--- config.mk ---
export PLATFORM = sky130hd
export DESIGN_NAME = mem_port_arbiter_flat
export DESIGN_NICKNAME = d
export VERILOG_FILES = /design/src/rtl/mem_port_arbiter_pkg.sv /design/src/rtl/mem_port_arbiter_if.sv /design/src/rtl/arb_starve_ctr.sv /design/src/rtl/mem_port_arbiter.sv /design/src/flat_wrapper.sv
export SDC_FILE = /design/constraint.sdc
export NUM_CORES = 1
export LEC_CHECK = 0
export BUFFER_PORTS_ARGS = -buffer_cell sky130_fd_sc_hd__buf_2
export CORE_ASPECT_RATIO = 1.2
export CORE_MARGIN = 10
export CORE_UTILIZATION = 40
export CTS_CLUSTER_DIAMETER = 200
export DETAILED_ROUTE_END_ITERATION = 8
export GPL_ROUTABILITY_DRIVEN = 0
export GPL_TIMING_DRIVEN = 1
export PLACE_DENSITY = 0.81
export SYNTH_ARGS = -nofsm -noshare
export SYNTH_HDL_FRONTEND = slang
export SYNTH_SLANG_ARGS = --single-unit
--- constraint.sdc ---
create_clock -name clk -period 2.4 [get_ports clk]
set_input_delay 0.48 -clock clk [delete_from_list [all_inputs] [get_ports clk]]
set_output_delay 0.48 -clock clk [all_outputs]
set_load 0.005 [all_outputs]
--- src/rtl/mem_port_arbiter_pkg.sv ---
// +--------------------------------------------------------------------+
// | mem_port_arbiter_pkg : shared types for the memory port arbiter     |
// | Rev 1.0                                                             |
// +--------------------------------------------------------------------+
`default_nettype none

package mem_port_arbiter_pkg;

  localparam int BIN_DIG = 32;
  localparam int BE_W    = 4;

  typedef enum logic [1:0] {
    IDLE  = 2'd0,
    ISSUE = 2'd1,
    WAIT  = 2'd2
  } arb_state_t;

  typedef enum logic {
    OWN_IF = 1'b0,
    OWN_DM = 1'b1
  } arb_owner_t;

  typedef struct packed {
    logic               we;
    logic [BE_W-1:0]    be;
    logic [BIN_DIG-1:0] addr;
    logic [BIN_DIG-1:0] wdata;
  } mem_payload_t;

endpackage

`default_nettype wire

--- src/rtl/mem_port_arbiter_if.sv ---
// +--------------------------------------------------------------------+
// | mem_port_arbiter_if : fetch, data and memory buses of the arbiter   |
// | Rev 1.0                                                             |
// +--------------------------------------------------------------------+
`default_nettype none

interface mem_port_arbiter_if;
  import mem_port_arbiter_pkg::*;

  logic               if_req;
  logic [BIN_DIG-1:0] if_addr;
  logic               if_flush;
  logic               if_gnt;
  logic               if_rvalid;
  logic [BIN_DIG-1:0] if_rdata;

  logic               dm_req;
  logic               dm_we;
  logic [BE_W-1:0]    dm_be;
  logic [BIN_DIG-1:0] dm_addr;
  logic [BIN_DIG-1:0] dm_wdata;
  logic               dm_gnt;
  logic               dm_rvalid;
  logic [BIN_DIG-1:0] dm_rdata;

  logic               mem_req;
  logic               mem_we;
  logic [BE_W-1:0]    mem_be;
  logic [BIN_DIG-1:0] mem_addr;
  logic [BIN_DIG-1:0] mem_wdata;
  logic               mem_ready;
  logic               mem_rvalid;
  logic [BIN_DIG-1:0] mem_rdata;

  // Arbiter view
  modport slave (
    input  if_req, if_addr, if_flush,
    output if_gnt, if_rvalid, if_rdata,
    input  dm_req, dm_we, dm_be, dm_addr, dm_wdata,
    output dm_gnt, dm_rvalid, dm_rdata,
    output mem_req, mem_we, mem_be, mem_addr, mem_wdata,
    input  mem_ready, mem_rvalid, mem_rdata
  );

  // Requester / memory view
  modport master (
    output if_req, if_addr, if_flush,
    input  if_gnt, if_rvalid, if_rdata,
    output dm_req, dm_we, dm_be, dm_addr, dm_wdata,
    input  dm_gnt, dm_rvalid, dm_rdata,
    input  mem_req, mem_we, mem_be, mem_addr, mem_wdata,
    output mem_ready, mem_rvalid, mem_rdata
  );

endinterface

`default_nettype wire

--- src/rtl/arb_starve_ctr.sv ---
// +--------------------------------------------------------------------+
// | arb_starve_ctr : saturating count of data wins while fetch waits    |
// | Rev 1.0                                                             |
// +--------------------------------------------------------------------+
`default_nettype none

module arb_starve_ctr #(
  parameter int STARVE_LIMIT = 4
) (
  input  logic clk,
  input  logic rst_n,
  input  logic inc_i,
  input  logic clr_i,
  output logic at_limit_o
);

  localparam int              CW      = $clog2(STARVE_LIMIT + 1);
  localparam logic [CW-1:0]   LIMIT_C = CW'(STARVE_LIMIT);

  logic [CW-1:0] cnt_q;
  logic [CW-1:0] cnt_d;

  always_comb begin
    cnt_d = cnt_q;
    if (clr_i) begin
      cnt_d = '0;
    end else if (inc_i && (cnt_q != LIMIT_C)) begin
      cnt_d = cnt_q + CW'(1);
    end
  end

  always_ff @(posedge clk or negedge rst_n) begin
    if (!rst_n) begin
      cnt_q <= '0;
    end else begin
      cnt_q <= cnt_d;
    end
  end

  assign at_limit_o = (cnt_q == LIMIT_C);

endmodule

`default_nettype wire

--- src/rtl/mem_port_arbiter.sv ---
// +--------------------------------------------------------------------+
// | mem_port_arbiter : shares one memory port between fetch and data    |
// | Rev 1.0                                                             |
// +--------------------------------------------------------------------+
`default_nettype none

module mem_port_arbiter
  import mem_port_arbiter_pkg::*;
#(
  parameter int STARVE_LIMIT = 4
) (
  input  logic                    clk,
  input  logic                    rst_n,
  mem_port_arbiter_if.slave       bus_io,
  output logic                    busy_o,
  output logic                    proto_err_o
);

  arb_state_t   state_q, state_d;
  arb_owner_t   owner_q, owner_d;
  mem_payload_t pay_q,   pay_d;
  logic         mem_req_q, mem_req_d;
  logic         flush_q,   flush_d;
  logic         err_q,     err_d;

  logic         at_limit;
  logic         pick_if;
  logic         if_gnt;
  logic         dm_gnt;
  logic         own_if;
  logic         resp;
  logic         if_rvalid;
  logic         dm_rvalid;

  assign own_if = (owner_q == OWN_IF);

  arb_starve_ctr #(
    .STARVE_LIMIT (STARVE_LIMIT)
  ) u_starve (
    .clk        (clk),
    .rst_n      (rst_n),
    .inc_i      (dm_gnt & bus_io.if_req),
    .clr_i      (if_gnt),
    .at_limit_o (at_limit)
  );

  always_comb begin
    state_d   = state_q;
    owner_d   = owner_q;
    pay_d     = pay_q;
    mem_req_d = mem_req_q;
    flush_d   = flush_q;
    err_d     = err_q | (bus_io.mem_rvalid & (state_q != WAIT));
    if_gnt    = 1'b0;
    dm_gnt    = 1'b0;
    pick_if   = bus_io.if_req & (~bus_io.dm_req | at_limit);

    unique case (state_q)
      IDLE: begin
        // Grants are gated by reset so every output reads 0 while in reset.
        if ((bus_io.if_req | bus_io.dm_req) && rst_n) begin
          if_gnt    = pick_if;
          dm_gnt    = ~pick_if;
          mem_req_d = 1'b1;
          state_d   = ISSUE;
          if (pick_if) begin
            owner_d     = OWN_IF;
            flush_d     = bus_io.if_flush;
            pay_d.we    = 1'b0;
            pay_d.be    = '1;
            pay_d.addr  = bus_io.if_addr;
            pay_d.wdata = '0;
          end else begin
            owner_d     = OWN_DM;
            flush_d     = 1'b0;
            pay_d.we    = bus_io.dm_we;
            pay_d.be    = bus_io.dm_be;
            pay_d.addr  = bus_io.dm_addr;
            pay_d.wdata = bus_io.dm_wdata;
          end
        end
      end
      ISSUE: begin
        if (own_if && bus_io.if_flush) begin
          flush_d = 1'b1;
        end
        if (bus_io.mem_ready) begin
          mem_req_d = 1'b0;
          state_d   = WAIT;
        end
      end
      WAIT: begin
        if (own_if && bus_io.if_flush) begin
          flush_d = 1'b1;
        end
        if (bus_io.mem_rvalid) begin
          flush_d = 1'b0;
          state_d = IDLE;
        end
      end
      default: begin
        state_d = IDLE;
      end
    endcase
  end

  always_ff @(posedge clk or negedge rst_n) begin
    if (!rst_n) begin
      state_q   <= IDLE;
      owner_q   <= OWN_IF;
      pay_q     <= '0;
      mem_req_q <= 1'b0;
      flush_q   <= 1'b0;
      err_q     <= 1'b0;
    end else begin
      state_q   <= state_d;
      owner_q   <= owner_d;
      pay_q     <= pay_d;
      mem_req_q <= mem_req_d;
      flush_q   <= flush_d;
      err_q     <= err_d;
    end
  end

  // A flush arriving in the same cycle as the response also discards it.
  assign resp      = bus_io.mem_rvalid & (state_q == WAIT);
  assign if_rvalid = resp & own_if & ~flush_q & ~bus_io.if_flush;
  assign dm_rvalid = resp & ~own_if;

  assign bus_io.if_gnt    = if_gnt;
  assign bus_io.dm_gnt    = dm_gnt;
  assign bus_io.if_rvalid = if_rvalid;
  assign bus_io.if_rdata  = if_rvalid ? bus_io.mem_rdata : '0;
  assign bus_io.dm_rvalid = dm_rvalid;
  assign bus_io.dm_rdata  = (dm_rvalid & ~pay_q.we) ? bus_io.mem_rdata : '0;

  assign bus_io.mem_req   = mem_req_q;
  assign bus_io.mem_we    = pay_q.we;
  assign bus_io.mem_be    = pay_q.be;
  assign bus_io.mem_addr  = pay_q.addr;
  assign bus_io.mem_wdata = pay_q.wdata;

  assign busy_o      = (state_q != IDLE);
  assign proto_err_o = err_q;

endmodule

`default_nettype wire
--- src/flat_wrapper.sv ---
// flat-port wrapper written by rule: the top's interface ports become plain ports
module mem_port_arbiter_flat import mem_port_arbiter_pkg::*;
#(
  parameter int STARVE_LIMIT = 4
)
  (clk, rst_n, busy_o, proto_err_o, bus_io_if_req, bus_io_if_addr, bus_io_if_flush, bus_io_if_gnt, bus_io_if_rvalid, bus_io_if_rdata, bus_io_dm_req, bus_io_dm_we, bus_io_dm_be, bus_io_dm_addr, bus_io_dm_wdata, bus_io_dm_gnt, bus_io_dm_rvalid, bus_io_dm_rdata, bus_io_mem_req, bus_io_mem_we, bus_io_mem_be, bus_io_mem_addr, bus_io_mem_wdata, bus_io_mem_ready, bus_io_mem_rvalid, bus_io_mem_rdata);
  mem_port_arbiter_if bus_io_i ();
  input  logic clk;
  input  logic rst_n;
  output logic busy_o;
  output logic proto_err_o;
  input wire logic [$bits(bus_io_i.if_req)-1:0] bus_io_if_req;
  input wire logic [$bits(bus_io_i.if_addr)-1:0] bus_io_if_addr;
  input wire logic [$bits(bus_io_i.if_flush)-1:0] bus_io_if_flush;
  output wire logic [$bits(bus_io_i.if_gnt)-1:0] bus_io_if_gnt;
  output wire logic [$bits(bus_io_i.if_rvalid)-1:0] bus_io_if_rvalid;
  output wire logic [$bits(bus_io_i.if_rdata)-1:0] bus_io_if_rdata;
  input wire logic [$bits(bus_io_i.dm_req)-1:0] bus_io_dm_req;
  input wire logic [$bits(bus_io_i.dm_we)-1:0] bus_io_dm_we;
  input wire logic [$bits(bus_io_i.dm_be)-1:0] bus_io_dm_be;
  input wire logic [$bits(bus_io_i.dm_addr)-1:0] bus_io_dm_addr;
  input wire logic [$bits(bus_io_i.dm_wdata)-1:0] bus_io_dm_wdata;
  output wire logic [$bits(bus_io_i.dm_gnt)-1:0] bus_io_dm_gnt;
  output wire logic [$bits(bus_io_i.dm_rvalid)-1:0] bus_io_dm_rvalid;
  output wire logic [$bits(bus_io_i.dm_rdata)-1:0] bus_io_dm_rdata;
  output wire logic [$bits(bus_io_i.mem_req)-1:0] bus_io_mem_req;
  output wire logic [$bits(bus_io_i.mem_we)-1:0] bus_io_mem_we;
  output wire logic [$bits(bus_io_i.mem_be)-1:0] bus_io_mem_be;
  output wire logic [$bits(bus_io_i.mem_addr)-1:0] bus_io_mem_addr;
  output wire logic [$bits(bus_io_i.mem_wdata)-1:0] bus_io_mem_wdata;
  input wire logic [$bits(bus_io_i.mem_ready)-1:0] bus_io_mem_ready;
  input wire logic [$bits(bus_io_i.mem_rvalid)-1:0] bus_io_mem_rvalid;
  input wire logic [$bits(bus_io_i.mem_rdata)-1:0] bus_io_mem_rdata;
  assign bus_io_i.if_req = bus_io_if_req;
  assign bus_io_i.if_addr = bus_io_if_addr;
  assign bus_io_i.if_flush = bus_io_if_flush;
  assign bus_io_if_gnt = bus_io_i.if_gnt;
  assign bus_io_if_rvalid = bus_io_i.if_rvalid;
  assign bus_io_if_rdata = bus_io_i.if_rdata;
  assign bus_io_i.dm_req = bus_io_dm_req;
  assign bus_io_i.dm_we = bus_io_dm_we;
  assign bus_io_i.dm_be = bus_io_dm_be;
  assign bus_io_i.dm_addr = bus_io_dm_addr;
  assign bus_io_i.dm_wdata = bus_io_dm_wdata;
  assign bus_io_dm_gnt = bus_io_i.dm_gnt;
  assign bus_io_dm_rvalid = bus_io_i.dm_rvalid;
  assign bus_io_dm_rdata = bus_io_i.dm_rdata;
  assign bus_io_mem_req = bus_io_i.mem_req;
  assign bus_io_mem_we = bus_io_i.mem_we;
  assign bus_io_mem_be = bus_io_i.mem_be;
  assign bus_io_mem_addr = bus_io_i.mem_addr;
  assign bus_io_mem_wdata = bus_io_i.mem_wdata;
  assign bus_io_i.mem_ready = bus_io_mem_ready;
  assign bus_io_i.mem_rvalid = bus_io_mem_rvalid;
  assign bus_io_i.mem_rdata = bus_io_mem_rdata;
  mem_port_arbiter #(.STARVE_LIMIT(STARVE_LIMIT)) u_core (.clk(clk), .rst_n(rst_n), .bus_io(bus_io_i), .busy_o(busy_o), .proto_err_o(proto_err_o));
endmodule
==> results of run 1 <==
[sequential cells by signal (all words and copies together), names as in the netlist]
| register | cells |
|---|---|
| u_core.bus_io.mem_req | 1 |
| u_core.u_starve.cnt_q | 3 |
| u_core.bus_io.mem_we | 1 |
| u_core.bus_io.mem_wdata | 32 |
| u_core.bus_io.mem_be | 4 |
| u_core.flush_q | 1 |
| u_core.proto_err_o | 1 |
| u_core.state_q | 2 |
| u_core.bus_io.mem_addr | 32 |
| u_core.owner_q | 1 |
[cells by family (layout without fill, tap and decap cells)]
family	Yosys count	after routing	share of synthesized area, %
AOI/OAI and AO/OA	91	91	21.5
adders and majority gates	7	7	2.41
buffers and inverters	67	355	8.29
DFF	78	78	53.7
muxes	1	1	0.310
other	0	3	0
and+or+nand+nor	83	83	13.8
[layout make-up]
cell class | instances | area (um2) | area share (%)
antenna | 3 | 7.51 | 0.133
clock buffer | 13 | 169 | 3.00
clock inverter | 3 | 65.1 | 1.15
inverter | 41 | 154 | 2.73
multi-input combinational | 182 | 1470 | 26.1
sequential | 78 | 1950 | 34.6
tap | 120 | 150 | 2.66
timing repair buffer | 298 | 1670 | 29.6
[cell usage in the layout (no fill, tap or decap), types with 12 or more instances in the layout]
| cell type | n |
|---|---|
| a222oi_1 | 32 |
| buf_6 | 22 |
| buf_4 | 13 |
| buf_2 | 262 |
| clkbuf_8 | 12 |
| and2_4 | 17 |
| dfrtp_1 | 78 |
| inv_1 | 39 |
| a22o_1 | 33 |
| and2_1 | 47 |
[worst min-delay path: stages]
cell      delay, ns
buf_2          0.07
a222oi_1       0.05
inv_1          0.05
[worst paths after layout]
path,end,slack [ns],cells past startpoint,from
hold / removal,u_core.bus_io.mem_addr[1],0.35,3,bus_io_dm_addr[1]
hold reg to reg,u_core.proto_err_o,0.46,1,u_core.proto_err_o
setup / recovery,bus_io_if_rdata[14],-0.04,8,u_core.state_q[0]
setup reg to reg,u_core.bus_io.mem_addr[31],0.51,7,u_core.state_q[0]
max in group asynchronous,u_core.bus_io.mem_addr[0],0.77,3,rst_n
min in group asynchronous,u_core.state_q[1],0.52,2,rst_n
[layer usage]
layer | GRT usage, % | vias up | share of wire (%)
met2 | 35.8 | 233 | 50
met3 | 10.2 | 31 | 10
met4 | 5.99 | 4 | 2.5
met5 | 0 | - | 0.18
met1 | 21.8 | 1819 | 37
li1 | - | 1738 | -
[metrics by stage]
step                      hold slack, ns  worst slack, ns  TNS (ns)  total power (uW)
after floorplan                    0.184            0.487         0              3340
after global placement             0.320            0.439         0              4350
after detailed placement           0.320            0.334         0              4420
after CTS                          0.321           0.0260         0              5580
after global routing               0.328          -0.0824     -1.56              6000
final                              0.345          -0.0364    -0.267              5590
[where the power goes]
part | total, uW | leakage (uW) | switching [uW] | internal (uW)
Combinational | 2220 | 0.00219 | 1090 | 1130
Clock | 1120 | 0.000120 | 450 | 670
Sequential | 2260 | 0.000974 | 358 | 1900
Total | 5590 | 0.00328 | 1890 | 3700
[timing repair]
| action | CTS | global route |
|---|---|---|
| setup buffers | 0 | 4 |
| hold endpoints to repair | 5 | 0 |
| gates resized for setup | 3 | 49 |
| cloned | 0 | 4 |
| hold buffers | 1 | 0 |
| setup endpoints to repair | 34 | 59 |
| pin swaps | 0 | 20 |
==> impl_metrics.csv, run 1 <==
group,metric,value,unit
run_status,outcome,"finished, violations left",
run_status,violations,"setup timing",
critical_path,crit_required,1.92,ns
floorplanning,core,8940,um2
final_layout,drive_gt1_share,55.3,%
critical_path,path_cells,"inv_2 -> ha_4 -> nand2_4 -> nor4_4 -> buf_4 -> buf_6 -> and2_1 -> buf_2",
power_and_ir_drop,vdd_drop_max,0.000602,V
clock_network,numClockSinks,78,
placement,postPlaceCellArea,5130,um2
run,maxCapViolCount,0,
critical_path,crit_fanout,8,
placement,io_buffers,279,
floorplanning,initial_utilization,40.7,%
final_layout,final_util,63.1,%
floorplanning,die_y,124,um
synthesis,yosys.cell_count.top_type,"dfrtp_1",
final_layout,nFillCells,730,
global_route,grt_use_total,20.9,%
floorplanning,chipWidth,107,um
synthesis,ys_warn_count,0,
global_route,grt_overflow,0,
min_path,holdCritPathClass,"input pin to flip-flop",
global_route,grt_max_degree,74,
clock_network,cts_buffer_depth,2,
synthesis,yosysSeqAreaShare,53.7,%
floorplanning,rows,38,
synthesis,synth.net_count,474,
synthesis,synth_ff_type,"dfrtp_1",
timing,relSlewSlack,40.5,%
clock_network,cts_tree,"done",
critical_path,cp_num_buf_inv,4,
timing,setup_ws,-0.0364,ns
detailed_routing,wl_per_cell,20.9,um
synthesis,synth_area_leaders,"dfrtp_1 (54%), and2_1 (11%), a222oi_1 (8.8%), a22o_1 (7.9%), inv_1 (4.1%)",
final_layout,syn_to_final_growth,55.1,%
power_and_ir_drop,power.density,992,nW/um2
detailed_routing,drc,0,
detailed_routing,antenna_left,0,
global_route,grt_first_pass_wirelength,21.9,mm
detailed_routing,vias,3825,
floorplanning,io_pins,280,
timing,hold_viol_final,0,
detailed_routing,vias_per_cell,5.18,
synthesis,ys_types,34,
power_and_ir_drop,power_leakage,0.00328,uW
synthesis,async_flop_share,100,%
timing,setup_viol,17,
timing,tightest_slew,0.892,ns
critical_path,worstPathArrival,1.96,ns
clock_network,cts_root_buffer,"clkbuf_8",
global_route,antenna_found_initial,5,
detailed_routing,drt_wl_total,15.4,mm
timing,skew,0.00491,ns
clock_network,cts_inserted_buffers,9,
synthesis,synth_edf_count,0,
timing,fin_crit_sh,102,%
critical_path,worstSetupPathType,"flip-flop to output pin",
synthesis,synth_seq_cells,78,
critical_path,start_kind,"flip-flop",
synthesis,synth_top_area_cell,"dfrtp_1",
global_route,first_global_vias,3987,
critical_path,slowest_stage,"dfrtp_1",
synthesis,synthCells,327,
timing,rsz0062_at_grt,"yes",
critical_path,crit_family,"buffers and inverters",
timing,drv_slew,0,
floorplanning,dieArea,13300,um2
synthesis,netlist_area,3640,um2
final_layout,layout.nets,757,
detailed_routing,detail_route.first_pass.iterations,6,
detailed_routing,drt_iter0_drc,311,
final_layout,fin_cells,738,
clock_network,clock_latency,0.34,ns
final_layout,stdcell_area,5640,um2
synthesis,synth_top_area_share,53.7,%
clock_network,clk_pin_slew,0.08,ns
synthesis,avgSynthCellArea,11.1,um2
timing,layout_min_cycle_time,2.44,ns
placement,place_inst,710,
clock_network,cts.htree.levels,3,
placement,post-dp-hpwl,12.1,mm
synthesis,synth_common_cells,"dfrtp_1 (78), and2_1 (64), inv_1 (40)",
timing,fmax,410,MHz
critical_path,max_stage_delay,0.43,ns
critical_path,endpoint_kind,"output pin",
Power figures use the tool's default switching activity.
==> run 2: changes to the inputs <==
- BUFFER_PORTS_ARGS: -buffer_cell sky130_fd_sc_hd__buf_2 -> -buffer_cell sky130_fd_sc_hd__buf_4
==> run 2 against run 1 <==
Net effect: cell count fell by 0.14%; critical path type unchanged; global-route usage rose by 1.6 points; critical endpoint is now bus_io_if_rdata[30]; total power rose by 6.0%; largest cell class is now buffers; the run still ends with setup timing left.
==> impl_metrics.csv, run 2 (synthesis gave the netlist of run 1 again) <==
group,metric,value,unit
clock_network,cts.htree.levels,3,
floorplanning,dieArea,13300,um2
global_route,grt_use_total,22.5,%
global_route,grt_first_pass_wirelength,23.1,mm
final_layout,final_util,70.2,%
detailed_routing,drt_iter0_drc,250,
run_status,outcome,"finished, violations left",
detailed_routing,drc,0,
detailed_routing,met2_length,8.41,mm
global_route,grt_overflow,0,
global_route,grt_max_degree,65,
floorplanning,die_y,124,um
timing,fin_crit_sh,103,%
global_route,first_global_vias,3988,
critical_path,endpoint_kind,"output pin",
timing,drv_slew,0,
detailed_routing,wl_met1,5.93,mm
final_layout,syn_to_final_growth,72.6,%
timing,tightest_slew,0.801,ns
critical_path,crit_fanout,8,
critical_path,worstSetupPathType,"flip-flop to output pin",
clock_network,numClockSinks,78,
timing,setup_ws,-0.0673,ns
clock_network,clk_pin_slew,0.08,ns
detailed_routing,detail_route.first_pass.iterations,7,
power_and_ir_drop,power_leakage,0.00343,uW
placement,io_buffers,279,
clock_network,cts_tree,"done",
power_and_ir_drop,power.density,945,nW/um2
critical_path,crit_required,1.92,ns
detailed_routing,highest_layer,"met5",
detailed_routing,antenna_left,0,
critical_path,worstPathArrival,1.99,ns
floorplanning,chipWidth,107,um
global_route,antenna_found_initial,2,
placement,post-dp-hpwl,12.8,mm
clock_network,cts_inserted_buffers,9,
floorplanning,rows,38,
floorplanning,core,8940,um2
final_layout,stdcell_area,6270,um2
final_layout,layout.nets,758,
final_layout,final_cell_mix,"buf_4 (273), dfrtp_1 (78), and2_1 (46)",
final_layout,drive_gt1_share,55.4,%
min_path,holdPathStages,3,
timing,rsz0062_at_grt,"yes",
detailed_routing,drt_wl_total,16.5,mm
timing,setup_viol,21,
timing,relSlewSlack,46.6,%
run,maxCapViolCount,0,
power_and_ir_drop,total_power,5930,uW
floorplanning,initial_utilization,40.7,%
final_layout,final_common_cell,"buf_4",
placement,place_inst,709,
detailed_routing,vias_per_cell,5.18,
detailed_routing,wl_per_cell,22.3,um
critical_path,start_kind,"flip-flop",
power_and_ir_drop,vdd_drop_max,0.000667,V
clock_network,clock_latency,0.34,ns
detailed_routing,wl_met3,1.76,mm
min_path,holdCritPathClass,"input pin to flip-flop",
timing,layout_min_cycle_time,2.47,ns
clock_network,cts_root_buffer,"clkbuf_8",
floorplanning,io_pins,280,
critical_path,r2r_cells,8,
run_status,violations,"setup timing",
timing,fmax,405,MHz
placement,postPlaceCellArea,5810,um2
clock_network,cts_buffer_depth,2,
detailed_routing,vias,3818,
timing,hold_viol_final,0,
final_layout,fin_cells,737,
timing,skew,0.00423,ns
run 2: changes by cell type in the layout (fill, tap and decap cells not counted), sizes merged:
cell    change
diode       -2
bufinv      -1
clkinv      +2
run 2: layout make-up:
cell class              count  area, um2
fillers                   656       2660
inverters                  41        154
clock buffers              12        155
diodes                      1       2.50
flip-flops and latches     78       1950
multi-input cells         182       1460
repair buffers            299       2350
well taps                 120        150
clock inverters             4       45.0
run 2: worst max-delay path, cell delays in order (launching register included):
cell and delay, ns:
dfrtp_1 0.41, inv_2 0.09, ha_4 0.15, nand2_4 0.05, nor4_4 0.34, buf_4 0.21
clkbuf_16 0.15, and2_1 0.13, buf_4 0.11
run 2: path summary, 6_finish.rpt:
path / startpoint / end / slack, ns
min in group asynchronous: rst_n / u_core.u_starve.cnt_q[0] / 0.55
setup / recovery: u_core.state_q[0] / bus_io_if_rdata[30] / -0.07
hold reg to reg: u_core.proto_err_o / u_core.proto_err_o / 0.46
setup reg to reg: u_core.state_q[0] / u_core.bus_io.mem_addr[28] / 0.47
max in group asynchronous: rst_n / u_core.bus_io.mem_addr[21] / 0.82
hold / removal: bus_io_dm_addr[15] / u_core.bus_io.mem_addr[15] / 0.34
run 2: timing repair:
action / 4_1_cts / 5_1_grt
setup buffers: 0 / 6
setup endpoints to repair: 19 / 65
endpoints found under the hold margin: 12 / 0
gates cloned: 0 / 4
hold buffers: 1 / 0
pin swaps: 0 / 20
gates resized for setup: 1 / 50
run 2: power breakdown:
group / total [uW] / internal, uW / switching [uW]
clock network: 995 / 533 / 462
logic: 2660 / 1520 / 1130
registers: 2280 / 1900 / 380
run 2: stage by stage:
stage	hold slack (ns)	worst slack (ns)	setup TNS, ns
CTS	0.328	0.0115	0
finish	0.343	-0.0673	-0.588
global route	0.336	-0.138	-2.61
floorplan	0.184	0.487	0
detailed placement	0.376	0.362	0
global placement	0.371	0.453	0
run 2: routing by layer:
layer  global-route usage, %  vias to the layer above
met1                    23.5                     1843
met4                    6.62                        2
met3                    9.99                       21
met5                       0                        -
li1                        -                     1741
met2                    39.1                      211
